## src/rtl/and_unit_arbiter_pkg.sv

```systemverilog
// Shared types and constants for the two-requester AND-unit arbiter.
//   state_e   : arbiter FSM states
//   REQ_ID_W  : width of the requester tag
//   CNT_W     : latency counter width, sized for datapath depths up to 7
//   WIDTH_DEF / LAT_DEF : default operand width and datapath depth
package and_arb_pkg;

  localparam int unsigned WIDTH_DEF = 8;
  localparam int unsigned LAT_DEF   = 1;
  localparam int unsigned REQ_ID_W  = 1;
  localparam int unsigned CNT_W     = 3;

  typedef enum logic [1:0] {
    IDLE = 2'd0,
    EXEC = 2'd1,
    RESP = 2'd2
  } state_e;

endpackage

```

## src/rtl/and_unit_arbiter_if.sv

```systemverilog
// Request/response bundle between the tile I/O decode and the arbiter.
//   req0_*/req1_* : per-requester valid/ready channel with operand pair
//   resp_*        : tagged result channel, valid/ready
//   busy          : arbiter has a transaction in flight
// master = requester/consumer side, slave = arbiter side.
interface and_unit_arbiter_if #(
  parameter int unsigned WIDTH = and_arb_pkg::WIDTH_DEF
) ();
  import and_arb_pkg::*;

  logic                req0_valid;
  logic                req0_ready;
  logic [WIDTH-1:0]    req0_a;
  logic [WIDTH-1:0]    req0_b;
  logic                req1_valid;
  logic                req1_ready;
  logic [WIDTH-1:0]    req1_a;
  logic [WIDTH-1:0]    req1_b;
  logic                resp_valid;
  logic                resp_ready;
  logic [WIDTH-1:0]    resp_data;
  logic [REQ_ID_W-1:0] resp_id;
  logic                busy;

  modport master (
    output req0_valid, req0_a, req0_b,
    output req1_valid, req1_a, req1_b,
    output resp_ready,
    input  req0_ready, req1_ready,
    input  resp_valid, resp_data, resp_id, busy
  );

  modport slave (
    input  req0_valid, req0_a, req0_b,
    input  req1_valid, req1_a, req1_b,
    input  resp_ready,
    output req0_ready, req1_ready,
    output resp_valid, resp_data, resp_id, busy
  );

endinterface

```

## src/rtl/and_unit_arbiter_rr_arb2.sv

```systemverilog
// Combinational two-way round-robin grant.
//   valid_i       : request valids, bit N = requester N
//   ptr_i         : favoured requester when both are valid
//   grant_valid_o : some requester is granted
//   grant_id_o    : granted requester
module rr_arb2
  import and_arb_pkg::*;
(
  input  logic [1:0]          valid_i,
  input  logic [REQ_ID_W-1:0] ptr_i,
  output logic                grant_valid_o,
  output logic [REQ_ID_W-1:0] grant_id_o
);

  // A lone requester wins outright; the pointer only breaks ties.
  always_comb begin
    grant_valid_o = |valid_i;
    grant_id_o    = (&valid_i) ? ptr_i : REQ_ID_W'(valid_i[1]);
  end

endmodule

```

## src/rtl/tt_um_clk_and.sv

```systemverilog
// Clocked bitwise-AND datapath with LAT register stages.
//   clk, reset : clock and synchronous active-high reset
//   a_i, b_i   : operands
//   y_o        : a_i & b_i delayed by LAT cycles
module tt_um_clk_and
  import and_arb_pkg::*;
#(
  parameter int unsigned WIDTH = WIDTH_DEF,
  parameter int unsigned LAT   = LAT_DEF
) (
  input  logic             clk,
  input  logic             reset,
  input  logic [WIDTH-1:0] a_i,
  input  logic [WIDTH-1:0] b_i,
  output logic [WIDTH-1:0] y_o
);

  // Stage 0 in the low slice, oldest stage in the high slice.
  logic [LAT*WIDTH-1:0] pipe_q;

  if (LAT == 1) begin : g_single
    always_ff @(posedge clk) begin
      if (reset) pipe_q <= '0;
      else       pipe_q <= a_i & b_i;
    end
  end else begin : g_multi
    always_ff @(posedge clk) begin
      if (reset) pipe_q <= '0;
      else       pipe_q <= {pipe_q[(LAT-1)*WIDTH-1:0], a_i & b_i};
    end
  end

  assign y_o = pipe_q[LAT*WIDTH-1 -: WIDTH];

endmodule

```

## src/rtl/and_unit_arbiter.sv

```systemverilog
// Shares one clocked AND datapath between two requesters, round-robin.
//   clk, reset : clock and synchronous active-high reset
//   bus        : request channels 0/1, tagged response channel, busy
// One transaction in flight: accept in IDLE, hold operands for LAT cycles
// in EXEC, present the result in RESP until the consumer takes it.
module and_unit_arbiter
  import and_arb_pkg::*;
#(
  parameter int unsigned WIDTH = WIDTH_DEF,
  parameter int unsigned LAT   = LAT_DEF
) (
  input  logic                 clk,
  input  logic                 reset,
  and_unit_arbiter_if.slave    bus
);

  state_e              state_q, state_d;
  logic [REQ_ID_W-1:0] rr_ptr_q, rr_ptr_d;
  logic [REQ_ID_W-1:0] id_q, id_d;
  logic [WIDTH-1:0]    op_a_q, op_a_d;
  logic [WIDTH-1:0]    op_b_q, op_b_d;
  logic [CNT_W-1:0]    cnt_q, cnt_d;

  logic                grant_valid;
  logic [REQ_ID_W-1:0] grant_id;
  logic [WIDTH-1:0]    dp_y;
  logic                resp_valid_c;

  rr_arb2 u_rr_arb2 (
    .valid_i       ({bus.req1_valid, bus.req0_valid}),
    .ptr_i         (rr_ptr_q),
    .grant_valid_o (grant_valid),
    .grant_id_o    (grant_id)
  );

  // Datapath sees the held operands; after LAT cycles its output is stable.
  tt_um_clk_and #(
    .WIDTH (WIDTH),
    .LAT   (LAT)
  ) u_dp (
    .clk   (clk),
    .reset (reset),
    .a_i   (op_a_q),
    .b_i   (op_b_q),
    .y_o   (dp_y)
  );

  // State and transaction registers.
  always_ff @(posedge clk) begin
    if (reset) begin
      state_q  <= IDLE;
      rr_ptr_q <= '0;
      id_q     <= '0;
      op_a_q   <= '0;
      op_b_q   <= '0;
      cnt_q    <= '0;
    end else begin
      state_q  <= state_d;
      rr_ptr_q <= rr_ptr_d;
      id_q     <= id_d;
      op_a_q   <= op_a_d;
      op_b_q   <= op_b_d;
      cnt_q    <= cnt_d;
    end
  end

  // Next-state logic; in IDLE a grant is also the handshake.
  always_comb begin
    state_d  = state_q;
    rr_ptr_d = rr_ptr_q;
    id_d     = id_q;
    op_a_d   = op_a_q;
    op_b_d   = op_b_q;
    cnt_d    = cnt_q;
    unique case (state_q)
      IDLE: begin
        if (grant_valid) begin
          id_d    = grant_id;
          op_a_d  = grant_id[0] ? bus.req1_a : bus.req0_a;
          op_b_d  = grant_id[0] ? bus.req1_b : bus.req0_b;
          cnt_d   = CNT_W'(LAT - 1);
          state_d = EXEC;
        end
      end
      EXEC: begin
        if (cnt_q == '0) state_d = RESP;
        else             cnt_d   = cnt_q - CNT_W'(1);
      end
      RESP: begin
        if (bus.resp_ready) begin
          state_d  = IDLE;
          rr_ptr_d = ~id_q;
        end
      end
      default: state_d = IDLE;
    endcase
  end

  assign resp_valid_c   = (state_q == RESP);
  assign bus.req0_ready = (state_q == IDLE) && grant_valid && (grant_id == '0);
  assign bus.req1_ready = (state_q == IDLE) && grant_valid && (grant_id != '0);
  assign bus.resp_valid = resp_valid_c;
  assign bus.resp_data  = resp_valid_c ? dp_y : '0;
  assign bus.resp_id    = resp_valid_c ? id_q : '0;
  assign bus.busy       = (state_q != IDLE);

endmodule

```

## src/flat_wrapper.sv

```systemverilog
// flat-port wrapper written by rule: the top's interface ports become plain ports
module and_unit_arbiter_flat import and_arb_pkg::*;
#(
  parameter int unsigned WIDTH = WIDTH_DEF,
  parameter int unsigned LAT   = LAT_DEF
)
  (clk, reset, bus_req0_valid, bus_req0_a, bus_req0_b, bus_req1_valid, bus_req1_a, bus_req1_b, bus_resp_ready, bus_req0_ready, bus_req1_ready, bus_resp_valid, bus_resp_data, bus_resp_id, bus_busy);
  and_unit_arbiter_if #(.WIDTH(WIDTH)) bus_i ();
  input  logic clk;
  input  logic reset;
  input wire logic [$bits(bus_i.req0_valid)-1:0] bus_req0_valid;
  input wire logic [$bits(bus_i.req0_a)-1:0] bus_req0_a;
  input wire logic [$bits(bus_i.req0_b)-1:0] bus_req0_b;
  input wire logic [$bits(bus_i.req1_valid)-1:0] bus_req1_valid;
  input wire logic [$bits(bus_i.req1_a)-1:0] bus_req1_a;
  input wire logic [$bits(bus_i.req1_b)-1:0] bus_req1_b;
  input wire logic [$bits(bus_i.resp_ready)-1:0] bus_resp_ready;
  output wire logic [$bits(bus_i.req0_ready)-1:0] bus_req0_ready;
  output wire logic [$bits(bus_i.req1_ready)-1:0] bus_req1_ready;
  output wire logic [$bits(bus_i.resp_valid)-1:0] bus_resp_valid;
  output wire logic [$bits(bus_i.resp_data)-1:0] bus_resp_data;
  output wire logic [$bits(bus_i.resp_id)-1:0] bus_resp_id;
  output wire logic [$bits(bus_i.busy)-1:0] bus_busy;
  assign bus_i.req0_valid = bus_req0_valid;
  assign bus_i.req0_a = bus_req0_a;
  assign bus_i.req0_b = bus_req0_b;
  assign bus_i.req1_valid = bus_req1_valid;
  assign bus_i.req1_a = bus_req1_a;
  assign bus_i.req1_b = bus_req1_b;
  assign bus_i.resp_ready = bus_resp_ready;
  assign bus_req0_ready = bus_i.req0_ready;
  assign bus_req1_ready = bus_i.req1_ready;
  assign bus_resp_valid = bus_i.resp_valid;
  assign bus_resp_data = bus_i.resp_data;
  assign bus_resp_id = bus_i.resp_id;
  assign bus_busy = bus_i.busy;
  and_unit_arbiter #(.WIDTH(WIDTH), .LAT(LAT)) u_core (.clk(clk), .reset(reset), .bus(bus_i));
endmodule
```

## config.mk

```make
export PLATFORM = sky130hd
export DESIGN_NAME = and_unit_arbiter_flat
export DESIGN_NICKNAME = d
export VERILOG_FILES = /design/src/rtl/and_unit_arbiter_pkg.sv /design/src/rtl/and_unit_arbiter_if.sv /design/src/rtl/and_unit_arbiter_rr_arb2.sv /design/src/rtl/tt_um_clk_and.sv /design/src/rtl/and_unit_arbiter.sv /design/src/flat_wrapper.sv
export SDC_FILE = /design/constraint.sdc
export NUM_CORES = 1
export LEC_CHECK = 0
export BUFFER_PORTS_ARGS = -buffer_cell sky130_fd_sc_hd__buf_4
export CAP_MARGIN = 10
export CORE_ASPECT_RATIO = 0.9
export CORE_MARGIN = 8
export CORE_UTILIZATION = 28
export DETAILED_ROUTE_END_ITERATION = 10
export GPL_TIMING_DRIVEN = 0
export PLACE_DENSITY = 0.5
export SLEW_MARGIN = 25
export SYNTH_ARGS = -nofsm -noshare
export SYNTH_HDL_FRONTEND = slang
export SYNTH_SLANG_ARGS = --single-unit
```

## constraint.sdc

```tcl
create_clock -name clk -period 1.8 [get_ports clk]
set_input_delay 0.27 -clock clk [delete_from_list [all_inputs] [get_ports clk]]
set_output_delay 0.27 -clock clk [all_outputs]
set_load 0.05 [all_outputs]
```

==> results of run 1 <==
## power by group through the flow
stage          combinational (mW)  sequential [mW]  clock, mW
2_1_floorplan               0.353            0.813          0
3_3_place_gp                0.518            0.824          0
3_5_place_dp                0.529            0.826          0
4_1_cts                     0.562            0.816      0.727
5_1_grt                     0.632            0.831      0.763
6_report                    0.585            0.820      0.710
## metrics by stage
step                      power, mW  setup WS [ns]  utilization (%)
after floorplan                1.17         0.0482                -
after global placement         1.34         -0.182             37.9
after detailed placement       1.36         -0.215             37.9
after CTS                      2.10        0.00395             41.4
after global routing           2.23        0.00909             42.1
final                          2.12         0.0746             42.1
## final cells by class
type / count / area (um^2)
buffer: 10 / 82.6
clock buffer: 6 / 82.6
clock inverter: 2 / 35.0
fill: 473 / 2770
inverter: 6 / 22.5
multi-input combinational: 96 / 683
sequential: 31 / 623
tap: 65 / 81.3
timing repair buffer: 52 / 398
## placed cells by master (no fill, tap or decap), drive strengths merged
master  count
a311oi      1
dfxtp      31
and4        9
a32oi       1
ha          2
buf        57
nor4        2
and3        9
nor2        2
a31oi       7
clkbuf     11
and2       10
o21a        3
a221o       9
and3b       1
o31ai       2
clkinv      1
o21ai       8
nand2b      3
nand3b      1
nand2       1
nor2b       2
bufinv      1
inv         6
nor3        1
a211oi      1
a21oi       4
nand3      15
or2         1
nor3b       1
## synthesized netlist by cell type
cell	n	area [um^2]
buf_6	3	33.8
nor2b_1	2	12.5
a311oi_1	1	8.76
buf_2	1	5.00
o21a_1	3	22.5
inv_2	1	3.75
o21ai_0	8	40.0
nand2_1	1	3.75
a221o_1	9	90.1
a211oi_2	1	12.5
nand2b_1	3	18.8
o31ai_1	2	15.0
and4_1	9	78.8
ha_1	2	25.0
nor3b_2	1	12.5
inv_1	5	18.8
nand3b_1	1	7.51
dfxtp_1	31	621
nand3_1	15	75.1
a31oi_1	7	43.8
nor4_1	2	12.5
nor2_1	2	7.51
a32oi_1	1	8.76
a21oi_1	4	20.0
and2_1	10	62.6
and3_1	9	56.3
clkbuf_1	6	22.5
nor3_1	1	5.00
or2_1	1	6.26
and3b_1	1	8.76
## worst register-to-register path: cells and delay by family, from the launching register on
family                 cells  cell delay (ns)
AO/OA/AOI/OAI              2             0.53
buffers and inverters      3             0.42
flip-flops                 1             0.31
AND/OR/NAND/NOR            1             0.24
## routing by layer
metal / routed length [um] / vias up / track usage (%)
li1: - / 656 / -
met1: 1850 / 603 / 14.2
met2: 1950 / 43 / 18.8
met3: 304 / 5 / 4.00
met4: 64 / 0 / 5.64
met5: 0 / - / 0
## worst max path at each step
stage / from / endpoint / slack [ns]
finish: u_core.state_q[1]$_SDFFE_PP0P_ / bus_req0_ready / 0.07
global route: u_core.state_q[1]$_SDFFE_PP0P_ / bus_resp_data[1] / 0.009
CTS: u_core.state_q[0]$_SDFFE_PP0P_ / bus_req1_ready / 0.004
detailed placement: u_core.state_q[1]$_SDFFE_PP0P_ / bus_req1_ready / -0.22
global placement: u_core.state_q[1]$_SDFFE_PP0P_ / bus_req1_ready / -0.18
floorplan: u_core.state_q[1]$_SDFFE_PP0P_ / bus_resp_data[0] / 0.05
## sequential cells by signal (all words and copies together), names as in the netlist
register,count
u_core.u_dp.y_o,8
u_core.cnt_q,3
u_core.rr_ptr_q,1
u_core.id_q,1
u_core.state_q,2
u_core.op_b_q,8
u_core.op_a_q,8
## timing repair
item	CTS	global route
resized for setup	11	7
pin swaps	1	0
endpoints found under the setup margin	11	11
buffers inserted	1	2
## cells by family after synthesis
family	count (synthesis)	synth area share (%)
AO/OA/AOI/OAI	36	19.2
adder cells (fa/ha/maj)	2	1.84
buffers and inverters	16	6.17
flip-flops	31	45.7
AND/OR/NAND/NOR	58	27.1
==> results.json, run 1 <==
{
  "fin_area_um2": 2010,
  "grt_pass1_wl_um": 6490,
  "combPwrFrac_pct": 27.6,
  "status": "completed",
  "ys_ff_latch": 31,
  "max_slew.worst_pin.slew_ns": 0.568,
  "finalNetCount": 241,
  "crit_type": "flip-flop to output port",
  "grt_overflow": 0,
  "vias": 1307,
  "syn_nets": 182,
  "worstPathArrival_ns": 1.46,
  "cp_top_family": "compound AO/OA/AOI/OAI gates",
  "syn_area_um2": 1360,
  "critPathMaxFanout": 9,
  "p_seq_share_pct": 38.8,
  "swShare_pct": 29.8,
  "cts_max_level": 2,
  "hold_viol": 0,
  "cp_data_required_time_ns": 1.53,
  "grt_max_degree": 11,
  "path_buf_inv": 2,
  "syn_inst": 143,
  "drv_slew": 0,
  "coreArea_um2": 4770,
  "r2r_setup_slack_ns": 0.19,
  "dieArea_um2": 7340,
  "port_buffers": 49,
  "drtIter0Drc": 61,
  "slowest_stage": "a211oi_4",
  "hold_class": "input pin to flip-flop",
  "cp-start-kind": "flip-flop",
  "viasPerCell": 4.88,
  "rr_worst_depth": 6,
  "fin_cells": 268,
  "fin_crit_sh_pct": 95.9,
  "critical_path.endpoint_type": "output port",
  "powerDensity_nw_per_um2": 1050,
  "critPathMaxStageDelay_ns": 0.36,
  "ys_types": 30,
  "hp-start": "reset",
  "syn_avg_cell_area_um2": 9.50,
  "dieWidth_um": 89.4,
  "yosysSeqAreaShare_pct": 45.7,
  "drive_above_1_share_pct": 36.5,
  "period_minus_slack_ns": 1.73,
  "diodes": 0,
  "place_area_um2": 1810,
  "whs_ns": 0.192,
  "gp_congestion": 0.728,
  "p_leak_nw": 0.898,
  "place_hpwl_um": 3180,
  "switchingPower_mw": 0.630,
  "hold-path-cell-count": 2,
  "drt_wl_total_um": 4170,
  "slew_headroom_pct": 61.9,
  "grtUsageTotal_pct": 11.9,
  "r2r-end": "u_core.op_a_q[7]$_SDFFE_PP0P_",
  "ir_drop_mv": 0.499,
  "internal-power_mw": 1.49,
  "grt_pass1_vias": 1330,
  "wl_per_cell_um": 15.6,
  "fin_skew_ns": 0.00471,
  "ant_nets": 0,
  "antenna_found_initial": 0,
  "reg2reg_from": "u_core.state_q[1]$_SDFFE_PP0P_",
  "p_clk_share_pct": 33.6,
  "holdPathEnd": "u_core.rr_ptr_q$_SDFFE_PP0P_",
  "cts_buffers": 5,
  "max_freq_ghz": 0.580,
  "num_rows": 24,
  "cts_tree": "yes",
  "drv_cap": 0,
  "ctsHoldBuffers": 0,
  "clock_sinks": 31,
  "crit_path_cell_trace": "buf_6 -> a211oi_4 -> and2_1 -> buf_6",
  "path_depth": 4,
  "die_h_um": 82.1,
  "path_clk_slew_ns": 0.07,
  "ys_warn_count": 0,
  "tns_ns": 0,
  "cts_root_buf": "clkbuf_8",
  "drc": 0,
  "start_util_pct": 28.5,
  "dr.pass1.iters": 4,
  "syn_to_final_growth_pct": 47.8,
  "critPathMostFrequentCell": "buf_6",
  "dp.cells": 257,
  "setup_violations": 0,
  "rsz0062_at_grt": "false",
  "io_pins": 50,
  "clock_latency_ns": 0.28,
  "clockBufferDepth": 2
}
Power figures use the tool's default switching activity.
==> inputs of run 2 (changes only) <==
--- a/config.mk
+++ b/config.mk
@@ -5,6 +5,7 @@
 export SDC_FILE = /design/constraint.sdc
 export NUM_CORES = 1
 export LEC_CHECK = 0
+export ABC_AREA = 1
 export BUFFER_PORTS_ARGS = -buffer_cell sky130_fd_sc_hd__buf_4
 export CAP_MARGIN = 10
 export CORE_ASPECT_RATIO = 0.9
@@ -12,8 +13,7 @@
 export CORE_UTILIZATION = 28
 export DETAILED_ROUTE_END_ITERATION = 10
 export GPL_TIMING_DRIVEN = 0
-export PLACE_DENSITY = 0.5
-export SLEW_MARGIN = 25
+export PLACE_DENSITY = 0.49
 export SYNTH_ARGS = -nofsm -noshare
 export SYNTH_HDL_FRONTEND = slang
 export SYNTH_SLANG_ARGS = --single-unit
==> run 2 against run 1 <==
Hold slack got worse by 0.013 ns; fmax increased by 1.5%; total power decreased by 11%; register-to-register slack improved by 0.33 ns; final area increased by 7.5%; worst setup slack improved by 0.025 ns; final cell count increased by 25%; critical path depth increased by 1; critical endpoint unchanged; count of clock-buffer cells in the layout increased by 1; largest power group unchanged.
==> results.json, run 2 <==
{
  "syn_nets": 249,
  "timing.critical_path.from": "u_core.state_q[0]$_SDFFE_PP0P_",
  "dp_slack_ns": 0.272,
  "syn_to_final_growth_pct": 42.2,
  "multi_input_area_um2": 812,
  "max_slew.worst_pin.slew_ns": 0.561,
  "vias": 1437,
  "seqCellArea_um2": 621,
  "start_util_pct": 28.9,
  "cp-start-kind": "flip-flop",
  "cts_buffers": 5,
  "ant_nets": 0,
  "ys_top_cells_by_area": "dfxtp_1 (41%), nand2_1 (18%), nand3_1 (7.6%)",
  "dieArea_um2": 8040,
  "drv_cap": 0,
  "period_minus_slack_ns": 1.70,
  "r2r_setup_slack_ns": 0.52,
  "grt_pass1_vias": 1395,
  "hold-path-cell-count": 3,
  "powerDensity_nw_per_um2": 871,
  "antenna_found_initial": 0,
  "fin_cells": 334,
  "status": "completed",
  "critPathMaxFanout": 10,
  "place_hpwl_um": 3210,
  "ys_ff_latch": 31,
  "syn_area_um2": 1520,
  "syn_inst": 210,
  "synthFlopType": "dfxtp_1",
  "grt_max_degree": 11,
  "crit_type": "flip-flop to output port",
  "grtUsageTotal_pct": 10.9,
  "ir_drop_mv": 0.363,
  "die_h_um": 85.8,
  "tns_ns": 0,
  "ys_types": 27,
  "max_freq_ghz": 0.588,
  "yosysTopAreaCell": "dfxtp_1",
  "fin_skew_ns": 0.00539,
  "io_pins": 50,
  "worstPathArrival_ns": 1.43,
  "p_leak_nw": 1.02,
  "syn_avg_cell_area_um2": 7.23,
  "async_reset_ff_share_pct": 0,
  "clockBufferDepth": 2,
  "fillCellCount": 573,
  "clock_latency_ns": 0.29,
  "fin_ws_ns": 0.0997,
  "endpoint": "bus_req0_ready",
  "synth_top_area_share_pct": 40.9,
  "drt_wl_total_um": 4220,
  "gp_congestion": 0.756,
  "fin_crit_sh_pct": 94.5,
  "num_rows": 25,
  "mostFrequentLayoutCell": "nand2_1",
  "dp.cells": 325,
  "clock_sinks": 31,
  "finalNetCount": 305,
  "setup_violations": 0,
  "dr.pass1.iters": 4,
  "grt_pass1_wl_um": 6800,
  "slew_headroom_pct": 62.6,
  "drtIter0Drc": 45,
  "drc": 0,
  "wl_per_cell_um": 12.6,
  "yosysSeqAreaShare_pct": 40.9,
  "diodes": 0,
  "cts_root_buf": "clkbuf_8",
  "viasPerCell": 4.30,
  "ys_warn_count": 0,
  "rr_worst_depth": 6,
  "hold_viol": 0,
  "coreArea_um2": 5260,
  "final_cell_mix": "nand2_1 (74), buf_4 (50), dfxtp_1 (31)",
  "cp_data_required_time_ns": 1.53,
  "rsz0062_at_grt": "false",
  "synth_edf_count": 0,
  "synth_most_common_cell": "nand2_1",
  "ctsHoldBuffers": 0,
  "r2r-end": "u_core.cnt_q[1]$_SDFFE_PP0P_",
  "cts_tree": "yes",
  "drv_slew": 0,
  "hold_class": "input pin to flip-flop",
  "cts_max_level": 2,
  "totalPowerFinal_mw": 1.88,
  "drive_above_1_share_pct": 32.2,
  "yosys-top-cells-count": "nand2_1 (74), dfxtp_1 (31), nand3_1 (23)",
  "critical_path.endpoint_type": "output port",
  "reg2reg_from": "u_core.cnt_q[0]$_SDFFE_PP0P_",
  "path_clk_slew_ns": 0.07,
  "grt_overflow": 0,
  "dieWidth_um": 93.6,
  "port_buffers": 48
}
[run 2: power by group]
| part | internal (mW) | switching (mW) |
|---|---|---|
| clock | 0.348 | 0.274 |
| sequential | 0.744 | 0.0342 |
| combinational | 0.192 | 0.287 |
| total | 1.28 | 0.596 |
[run 2: cells by family after synthesis]
| logic type | share of synthesized area, % |
|---|---|
| simple gates | 43.3 |
| buf+inv | 11.0 |
| flops | 40.9 |
| compound gates | 3.13 |
| fa+ha+maj | 1.65 |
[run 2: area by class of cell]
cell class / count / area share [%]
Multi-Input combinational cell: 148 / 37.6
Clock buffer: 7 / 4.46
Timing Repair Buffer: 49 / 17.0
Buffer: 6 / 2.78
Tap cell: 67 / 3.88
Sequential cell: 31 / 28.8
Inverter: 25 / 5.10
Clock inverter: 1 / 0.348
[run 2: metal layers]
metal,share of wire [%],track usage [%]
met4,0.90,5.61
met1,47,14.2
met2,45,15.6
met3,7.4,3.32
met5,0,0
[run 2: worst min-delay path by stage]
| stage | start | end |
|---|---|---|
| 2_1_floorplan | reset | u_core.cnt_q[2]$_SDFFE_PP0P_ |
| 3_3_place_gp | u_core.cnt_q[0]$_SDFFE_PP0P_ | u_core.cnt_q[0]$_SDFFE_PP0P_ |
| 3_5_place_dp | u_core.cnt_q[0]$_SDFFE_PP0P_ | u_core.cnt_q[0]$_SDFFE_PP0P_ |
| 4_1_cts | bus_req1_b[3] | u_core.op_b_q[3]$_SDFFE_PP0P_ |
| 5_1_grt | bus_req1_b[4] | u_core.op_b_q[4]$_SDFFE_PP0P_ |
| 6_report | bus_req1_b[3] | u_core.op_b_q[3]$_SDFFE_PP0P_ |
[run 2: through the flow]
| stage | util (%) | hold WS [ns] | instance area (um^2) |
|---|---|---|---|
| 3_3_place_gp | 38.7 | 0.419 | 2030 |
| 6_report | 41.1 | 0.179 | 2160 |
| 5_1_grt | 41.1 | 0.178 | 2160 |
| 3_5_place_dp | 38.7 | 0.422 | 2030 |
| 4_1_cts | 40.8 | 0.174 | 2140 |
| 2_1_floorplan | - | 0.339 | 1590 |
[run 2: critical path, stage by stage, from the launching register on]
cell,delay (ns)
dfxtp_1,0.39
nor2_4,0.18
o21ai_2,0.07
buf_4,0.18
nor2_1,0.11
buf_4,0.20
[run 2: repair_timing]
item                       in CTS  in global routing
buffers inserted                0                  1
resized for setup               1                  3
pin swaps                       0                  1
setup endpoints to repair       1                 11
